$ cat config.mk
export PLATFORM = sky130hd
export DESIGN_NAME = host_instr_sender
export DESIGN_NICKNAME = d
export VERILOG_FILES = /design/src/rtl/host_instr_sender.sv
export SDC_FILE = /design/constraint.sdc
export NUM_CORES = 2
export LEC_CHECK = 0
export CORE_MARGIN = 3
export CORE_UTILIZATION = 43
export CTS_CLUSTER_SIZE = 10
export DETAILED_ROUTE_END_ITERATION = 10
export GPL_TIMING_DRIVEN = 0
export PLACE_DENSITY_LB_ADDON = 0.15
export SLEW_MARGIN = 20
export SYNTH_ARGS = -nofsm -noshare
export SYNTH_HDL_FRONTEND = slang
export SYNTH_SLANG_ARGS = --single-unit
export TNS_END_PERCENT = 10
$ cat constraint.sdc
create_clock -name clk -period 3.45 [get_ports clk]
set_input_delay 0.69 -clock clk [delete_from_list [all_inputs] [get_ports clk]]
set_output_delay 0.69 -clock clk [all_outputs]
set_load 0.05 [all_outputs]
$ cat src/rtl/host_instr_sender.sv
// Host-side instruction streamer: stages a program in a FIFO, then feeds it to the accelerator on start.
// Optional stall watchdog enabled by defining SENDER_TIMEOUT_EN (adds the timeout port).
module host_instr_sender #(
  parameter int DEPTH   = 16,
  parameter int INSTR_W = 64,
  parameter int CNT_W   = 8,
  parameter int TIMEOUT = 255
) (
  input  logic               clk,
  input  logic               reset,
  input  logic               load_valid,
  input  logic [INSTR_W-1:0] load_instr,
  output logic               load_ready,
  input  logic               start,
  output logic               busy,
  output logic               done,
  output logic [CNT_W-1:0]   sent_count,
  output logic [INSTR_W-1:0] accelerator_input,
  output logic               instr_valid,
  input  logic               buffer_full
`ifdef SENDER_TIMEOUT_EN
  ,
  output logic               timeout
`endif
);

  localparam int AW = $clog2(DEPTH);
  localparam logic [AW:0] FULL_CNT = (AW+1)'(DEPTH);
  localparam logic [AW:0] ONE_CNT  = (AW+1)'(1);

  localparam logic [1:0] IDLE = 2'd0;
  localparam logic [1:0] SEND = 2'd1;
  localparam logic [1:0] FIN  = 2'd2;

  if (DEPTH < 2 || (DEPTH & (DEPTH - 1)) != 0 || TIMEOUT < 1) begin : g_bad_param
    $error("host_instr_sender: DEPTH must be a power of two >= 2 and TIMEOUT >= 1");
  end

  logic [INSTR_W-1:0] r_mem [DEPTH];
  logic [AW-1:0]      r_wptr;
  logic [AW-1:0]      r_rptr;
  logic [AW:0]        r_count;
  logic [1:0]         r_state;
  logic               r_valid;
  logic [INSTR_W-1:0] r_instr;
  logic               r_done;
  logic [CNT_W-1:0]   r_sent;

  logic               w_load;
  logic               w_xfer;
  logic [AW:0]        w_cnt_next;
  logic [AW-1:0]      w_rptr_nxt;
  logic [INSTR_W-1:0] w_head;

`ifdef SENDER_TIMEOUT_EN
  localparam int SW = $clog2(TIMEOUT + 1);
  localparam logic [SW-1:0] STALL_LIM = SW'(TIMEOUT - 1);
  logic [SW-1:0] r_stall;
  logic          r_timeout;
  assign timeout = r_timeout;
`endif

  assign load_ready        = (r_state == IDLE) && (r_count != FULL_CNT);
  assign busy              = (r_state == SEND);
  assign done              = r_done;
  assign sent_count        = r_sent;
  assign accelerator_input = r_instr;
  assign instr_valid       = r_valid;

  assign w_load     = load_valid && load_ready;
  assign w_xfer     = r_valid && !buffer_full;
  assign w_cnt_next = r_count + {{AW{1'b0}}, w_load};
  assign w_rptr_nxt = r_rptr + 1'b1;
  // A load landing in the same cycle as start into an empty FIFO becomes the head directly.
  assign w_head     = (r_count == '0) ? load_instr : r_mem[r_rptr];

  always_ff @(posedge clk) begin
    if (w_load) r_mem[r_wptr] <= load_instr;
  end

  always_ff @(posedge clk or negedge reset) begin
    if (!reset) begin
      r_state <= IDLE;
      r_wptr  <= '0;
      r_rptr  <= '0;
      r_count <= '0;
      r_valid <= 1'b0;
      r_instr <= '0;
      r_done  <= 1'b0;
      r_sent  <= '0;
`ifdef SENDER_TIMEOUT_EN
      r_stall   <= '0;
      r_timeout <= 1'b0;
`endif
    end else begin
      r_done <= 1'b0;
      if (w_load) r_wptr <= r_wptr + 1'b1;
      case (r_state)
        IDLE: begin
          r_count <= w_cnt_next;
          if (start) begin
            r_sent <= '0;
`ifdef SENDER_TIMEOUT_EN
            r_stall   <= '0;
            r_timeout <= 1'b0;
`endif
            if (w_cnt_next != '0) begin
              r_state <= SEND;
              r_valid <= 1'b1;
              r_instr <= w_head;
            end else begin
              r_done <= 1'b1;
            end
          end
        end
        SEND: begin
          if (w_xfer) begin
            r_sent  <= r_sent + 1'b1;
            r_rptr  <= w_rptr_nxt;
            r_count <= r_count - ONE_CNT;
`ifdef SENDER_TIMEOUT_EN
            r_stall <= '0;
`endif
            if (r_count > ONE_CNT) begin
              r_instr <= r_mem[w_rptr_nxt];
            end else begin
              r_valid <= 1'b0;
              r_state <= FIN;
              r_done  <= 1'b1;
            end
          end
`ifdef SENDER_TIMEOUT_EN
          else if (buffer_full) begin
            // Give up on the stalled program: drop everything staged and finish normally.
            if (r_stall == STALL_LIM) begin
              r_timeout <= 1'b1;
              r_count   <= '0;
              r_rptr    <= r_wptr;
              r_valid   <= 1'b0;
              r_state   <= FIN;
              r_done    <= 1'b1;
            end else begin
              r_stall <= r_stall + 1'b1;
            end
          end
`endif
        end
        FIN:     r_state <= IDLE;
        default: r_state <= IDLE;
      endcase
    end
  end

endmodule

* Word-level counts from Yosys, hierarchy flattened
Memories as Yosys holds them, arrays and structs flattened. Index checks and enable logic that the tools add are counted.
Operators by class: $add $sub $neg 5, magnitude comparators 1, equal/unequal tests 7, mux-type cells 28, reduce and logical (&&, ||, !) cells 14
Operator list (count):
- 64-bit two-way mux | 5
- 64-bit case mux with 2 select lines | 1
- 8-bit two-way mux | 2
- 8-bit case mux with 2 select lines | 1
- 1-bit two-way mux | 10
- 5-bit case mux with 2 select lines | 1
- 5-bit AND reduction | 2
- 4-bit by 1-bit adder with 4-bit output, second input constant | 2
- 8-bit by 1-bit adder with 8-bit output, second input constant | 1
- 2-bit two-way mux | 4
- 2-bit by 1-bit != test with 1-bit output, second input constant | 3
- 5-bit by 1-bit adder with 5-bit output | 1
- 5-bit by 1-bit greater-than comparator with 1-bit output, second input constant | 1
- 5-bit zero test | 1
- 5-bit two-way mux | 1
- 5-bit != test, second input constant | 1
- 5-bit nonzero test | 1
- 5-bit by 1-bit subtractor with 5-bit output, second input constant | 1
- 2-bit != test, second input constant | 2
- 1-bit case mux with 2 select lines | 2
- 2-bit case mux with 2 select lines | 1
- 2-bit AND reduction | 2
- 4-bit AND reduction | 1
- 1-bit logical AND | 3
- 5 further kinds | 5
Word-level totals: register bits after elaboration 89, memory bits (writable) 1024, input bits 69, output and inout bits 76, logic and storage cells 64, memories kept 1
Memory list:
- r_mem | words 16, bits a word 64, rd ports 2, clocked after memory_dff 0, write ports 1, line 39 | logic [INSTR_W-1:0] r_mem [DEPTH];

* Logic depth before layout (Yosys ltp)
depth in word-level cells 8, gate-level depth with buffers 14, depth with buffers taken out 12

* Worst setup path after synthesis
No wires, ideal clock.
kind reg-to-reg, from register r_count[0], to memory r_mem[12][0] (enable), setup time 0.429 ns, arrival 3.743 ns, required time 3.021 ns, path slack -0.722 ns, cell stages (with the launch flop) 8, buffers on the path 0, clock period less this slack 4.172 ns, cells stage by stage dfrtp_1 -> inv_1 -> ha_1 -> a31oi_1 -> nand2_1 -> clkinv_1 -> and3_1 -> and2_1
Between the ends: word-level cells in the longest chain between the ends 5
Ends and longest elaborated chain:
- start, declared | line 42 | logic [AW:0] r_count;
- start signal, assigned | line 100 | r_count <= w_cnt_next;
- start signal, assigned | line 120 | r_count <= r_count - ONE_CNT;
- 5-bit != test | line 63 | assign load_ready = (r_state == IDLE) && (r_count != FULL_CNT);
- 1-bit logical AND | line 63
- via load_ready | line 13 | output logic load_ready,
- 1-bit logical AND | line 70 | assign w_load = load_valid && load_ready;
- via w_load | line 49 | logic w_load;
- 1-bit two-way mux | line 78 | if (w_load) r_mem[r_wptr] <= load_instr;
- 1-bit two-way mux (not written as such) | line 78
- end, declared | line 39
The timed path passes the listed nets, and every way through them passes these cells.

* Final worst setup path
from register r_rptr[0], to register r_instr[29] (netlist: accelerator_input[29])
Between the ends: word-level cells in the longest chain between the ends 5
Ends and longest elaborated chain:
- start, declared | line 41 | logic [AW-1:0] r_rptr;
- start signal, assigned | line 119 | r_rptr <= w_rptr_nxt;
- 4-bit by 1-bit adder with 4-bit output | line 73 | assign w_rptr_nxt = r_rptr + 1'b1;
- via w_rptr_nxt[1] | line 52 | logic [AW-1:0] w_rptr_nxt;
- memory 16 x 64 bit
- 64-bit two-way mux | line 124 | if (r_count > ONE_CNT) begin
- 64-bit two-way mux | line 117 | if (w_xfer) begin
- 64-bit case mux with 2 select lines | line 98 | case (r_state)
- end signal, assigned | line 110 | r_instr <= w_head;
- end signal, assigned | line 125 | r_instr <= r_mem[w_rptr_nxt];
- end, declared | line 45 | logic [INSTR_W-1:0] r_instr;
The timed path passes the listed nets, and every way through them passes these cells. The select of a mux whose other input is x is not followed. A chain may end at the register's enable or synchronous reset.

==> run metrics <==
Worst EP arrival=4020 ps; # IOs=145; register area share after synthesis=0.653; Slew HR=0.243; die width=349 um; final setup fails=0; CP endpoint kind=flop; TritonCTS sink count=1113; RSZ-0062 raised after global routing=yes; Net Sw Frac=0.392; DRC=0; first-pass GRT wire length=231000 um; Post-Syn Instances=2573; Synth Cell Area=0.0505 mm^2; pre-CTS WS=-715 ps; Leakage=18.8 nW; crit path launch type=flop; most frequent CP cell=clkbuf_1; Layout Cells excl Fill=4526; EDFF count, synth=1024; Clock Path Buffers=3; DR top layer=met5; wire length on met1=62800 um; CTS tree=done; Req. time, crit path=4050 ps; Placer Congestion=0.823; clk slew on worst S/H paths=60 ps; commonest non-fill, non-tap cell in the layout=edfxtp_1; clock power share=0.234; count of cell types in the netlist=53; crit-path max cell delay=840 ps; H-tree levels=4; Synthesized Nets=2653; vias=30300; DP Wirelength=103000 um; Slowest-stage cell, CP=clkbuf_1; Async SR Flop Fraction=0.0800; vias in the first global route=31500; CP Cell Sequence=ha_1 -> clkbuf_1 -> clkbuf_1 -> clkbuf_1 -> mux4_2 -> o221ai_1 -> a31oi_1; Synth Register Bits=1113; setup ws final=28.3 ps; YS warnings=0; clock period minus worst slack=3420 ps; final hold vios=0; worst vdd ir=552 uV; worst-margin pin slew=1130 ps; PwrDens=947 mW/mm^2; CTS Buf Count=133; Core Box Area=0.116 mm^2; initial antenna violation count=10; met3 WL=15300 um; DP Cell Count=4274; area delta synth->final=16.8%; HP Class=in2async; status=finished clean; first drt pass iteration count=5; initial cell density of the core=0.434; DIE HEIGHT=349 um; Max Fclk=0.292 GHz; mean post-synth cell area=19.6 um^2; final-report max-slew violation count=0; Reg power frac=0.301; row cnt=125; commonest non-fill, non-tap cells in the layout=1024 x edfxtp_1, 510 x mux4_2, 163 x clkbuf_1; Synth Flop Type=edfxtp_1; total global routing overflow=0; period utilization=0.992; port buffer count=144; Max Cap Viol=0; crit-path leading delay family=buffers and inverters; final WL=163000 um; antenna viol nets, final=0; Logic pwr share=0.465; Skew-Pair Late Insertion Delay=740 ps; final net count=2967; clock skew=27.0 ps; worst setup path class=reg2reg; met2 wire len=79700 um; CP max FO=10; CP bufs+invs=3; gr usage total=0.269; Pint=34.0 mW; Psw=21.9 mW; share of layout cells above drive strength 1=0.288; Root Driver=clkbuf_16; largest net degree at the start of global routing=51; DIE AREA=0.122 mm^2; 1st-iter DRT viols=3943; vias per cell=6.70; WL per Instance=36.0 um
synth_stat cells (5+ instances only):
cell type	count	area share
nand3_1	5	0.00050
buf_4	7	0.0010
mux4_2	510	0.23
buf_6	6	0.0013
buf_2	68	0.0067
mux2i_1	121	0.024
nor3_1	6	0.00059
a22oi_1	63	0.0094
xor2_1	9	0.0016
ha_1	11	0.0027
o32ai_1	63	0.011
clkbuf_1	109	0.0081
dfrtp_1	89	0.044
nor2_1	70	0.0052
xnor2_1	9	0.0016
buf_1	21	0.0016
a21oi_1	8	0.00079
o21ai_0	69	0.0068
and2_1	16	0.0020
inv_1	13	0.00097
a31oi_1	63	0.0078
o22ai_1	8	0.00099
edfxtp_1	1024	0.61
o221ai_1	63	0.011
nand2_1	93	0.0069
nand2b_1	6	0.00074
final timing paths:
path / from / endpoint / slack (ps) / depth (start not counted)
hold / removal: reset / r_wptr[3] / 460 / 2
setup / recovery: r_rptr[0] / accelerator_input[29] / 30 / 7
max in group asynchronous: reset / accelerator_input[16] / 2200 / 3
hold reg to reg: sent_count[0] / sent_count[0] / 530 / 1
setup reg to reg: r_rptr[0] / accelerator_input[29] / 30 / 7
min in group clk: sent_count[0] / sent_count[0] / 530 / 1
power groups by stage:
stage | Clock (mW) | Combinational, mW | Sequential, mW
detailed placement | 0 | 25.6 | 17.1
CTS | 13.3 | 25.9 | 16.8
finish | 13.1 | 26.0 | 16.8
global route | 13.8 | 27.2 | 16.9
floorplan | 0 | 15.2 | 18.1
global placement | 0 | 25.3 | 17.1
timing repair:
action | CTS | global route
gates cloned | 0 | 1
pin swaps | 0 | 4
setup endpoints to repair | 66 | 66
gates resized for setup | 33 | 40
hold buffers | 1 | 0
buffers inserted | 0 | 3
endpoints found under the hold margin | 39 | 0
through the flow:
step	area, um^2	hold slack [ps]	power (mW)	util	TNS, ps
floorplan	50600	394	33.3	-	-58540
global placement	53900	514	42.4	0.463	-1313950
detailed placement	54700	526	42.7	0.470	-33540
CTS	58900	443	55.9	0.506	0
global route	59000	480	57.9	0.507	-115
finish	59000	465	55.9	0.507	0
area by class of cell:
cell class	instances	area, um^2
fill	9307	57400
tap	1524	1910
antenna	7	17.5
clock inverter	11	121
inverter	15	58.8
multi-input combinational	1234	16600
timing repair buffer	182	2300
sequential	1113	33000
buffer	208	1060
clock buffer	232	3920
kinds of logic after synthesis:
| kind of cell | Yosys count | share of synthesized area |
|---|---|---|
| flops | 1113 | 0.653 |
| compound gates | 353 | 0.0507 |
| xor+xnor | 18 | 0.00312 |
| fa+ha+maj | 11 | 0.00272 |
| simple gates | 219 | 0.0193 |
| buf+inv | 226 | 0.0199 |
| mux | 633 | 0.252 |
state kept, by name (all words and copies together), names as in the netlist:
| register | count |
|---|---|
| r_mem | 1024 |
| accelerator_input | 64 |
| sent_count | 8 |
| r_count | 5 |
| r_rptr | 4 |
| r_wptr | 4 |
| r_state | 2 |
| done | 1 |
| instr_valid | 1 |
metal layers:
metal,GRT usage,vias up
met5,0,-
met4,0.0942,4
met3,0.0552,345
met2,0.436,1931
met1,0.363,16200
li1,-,11800
Note: power is estimated with default switching activity, not from simulation.
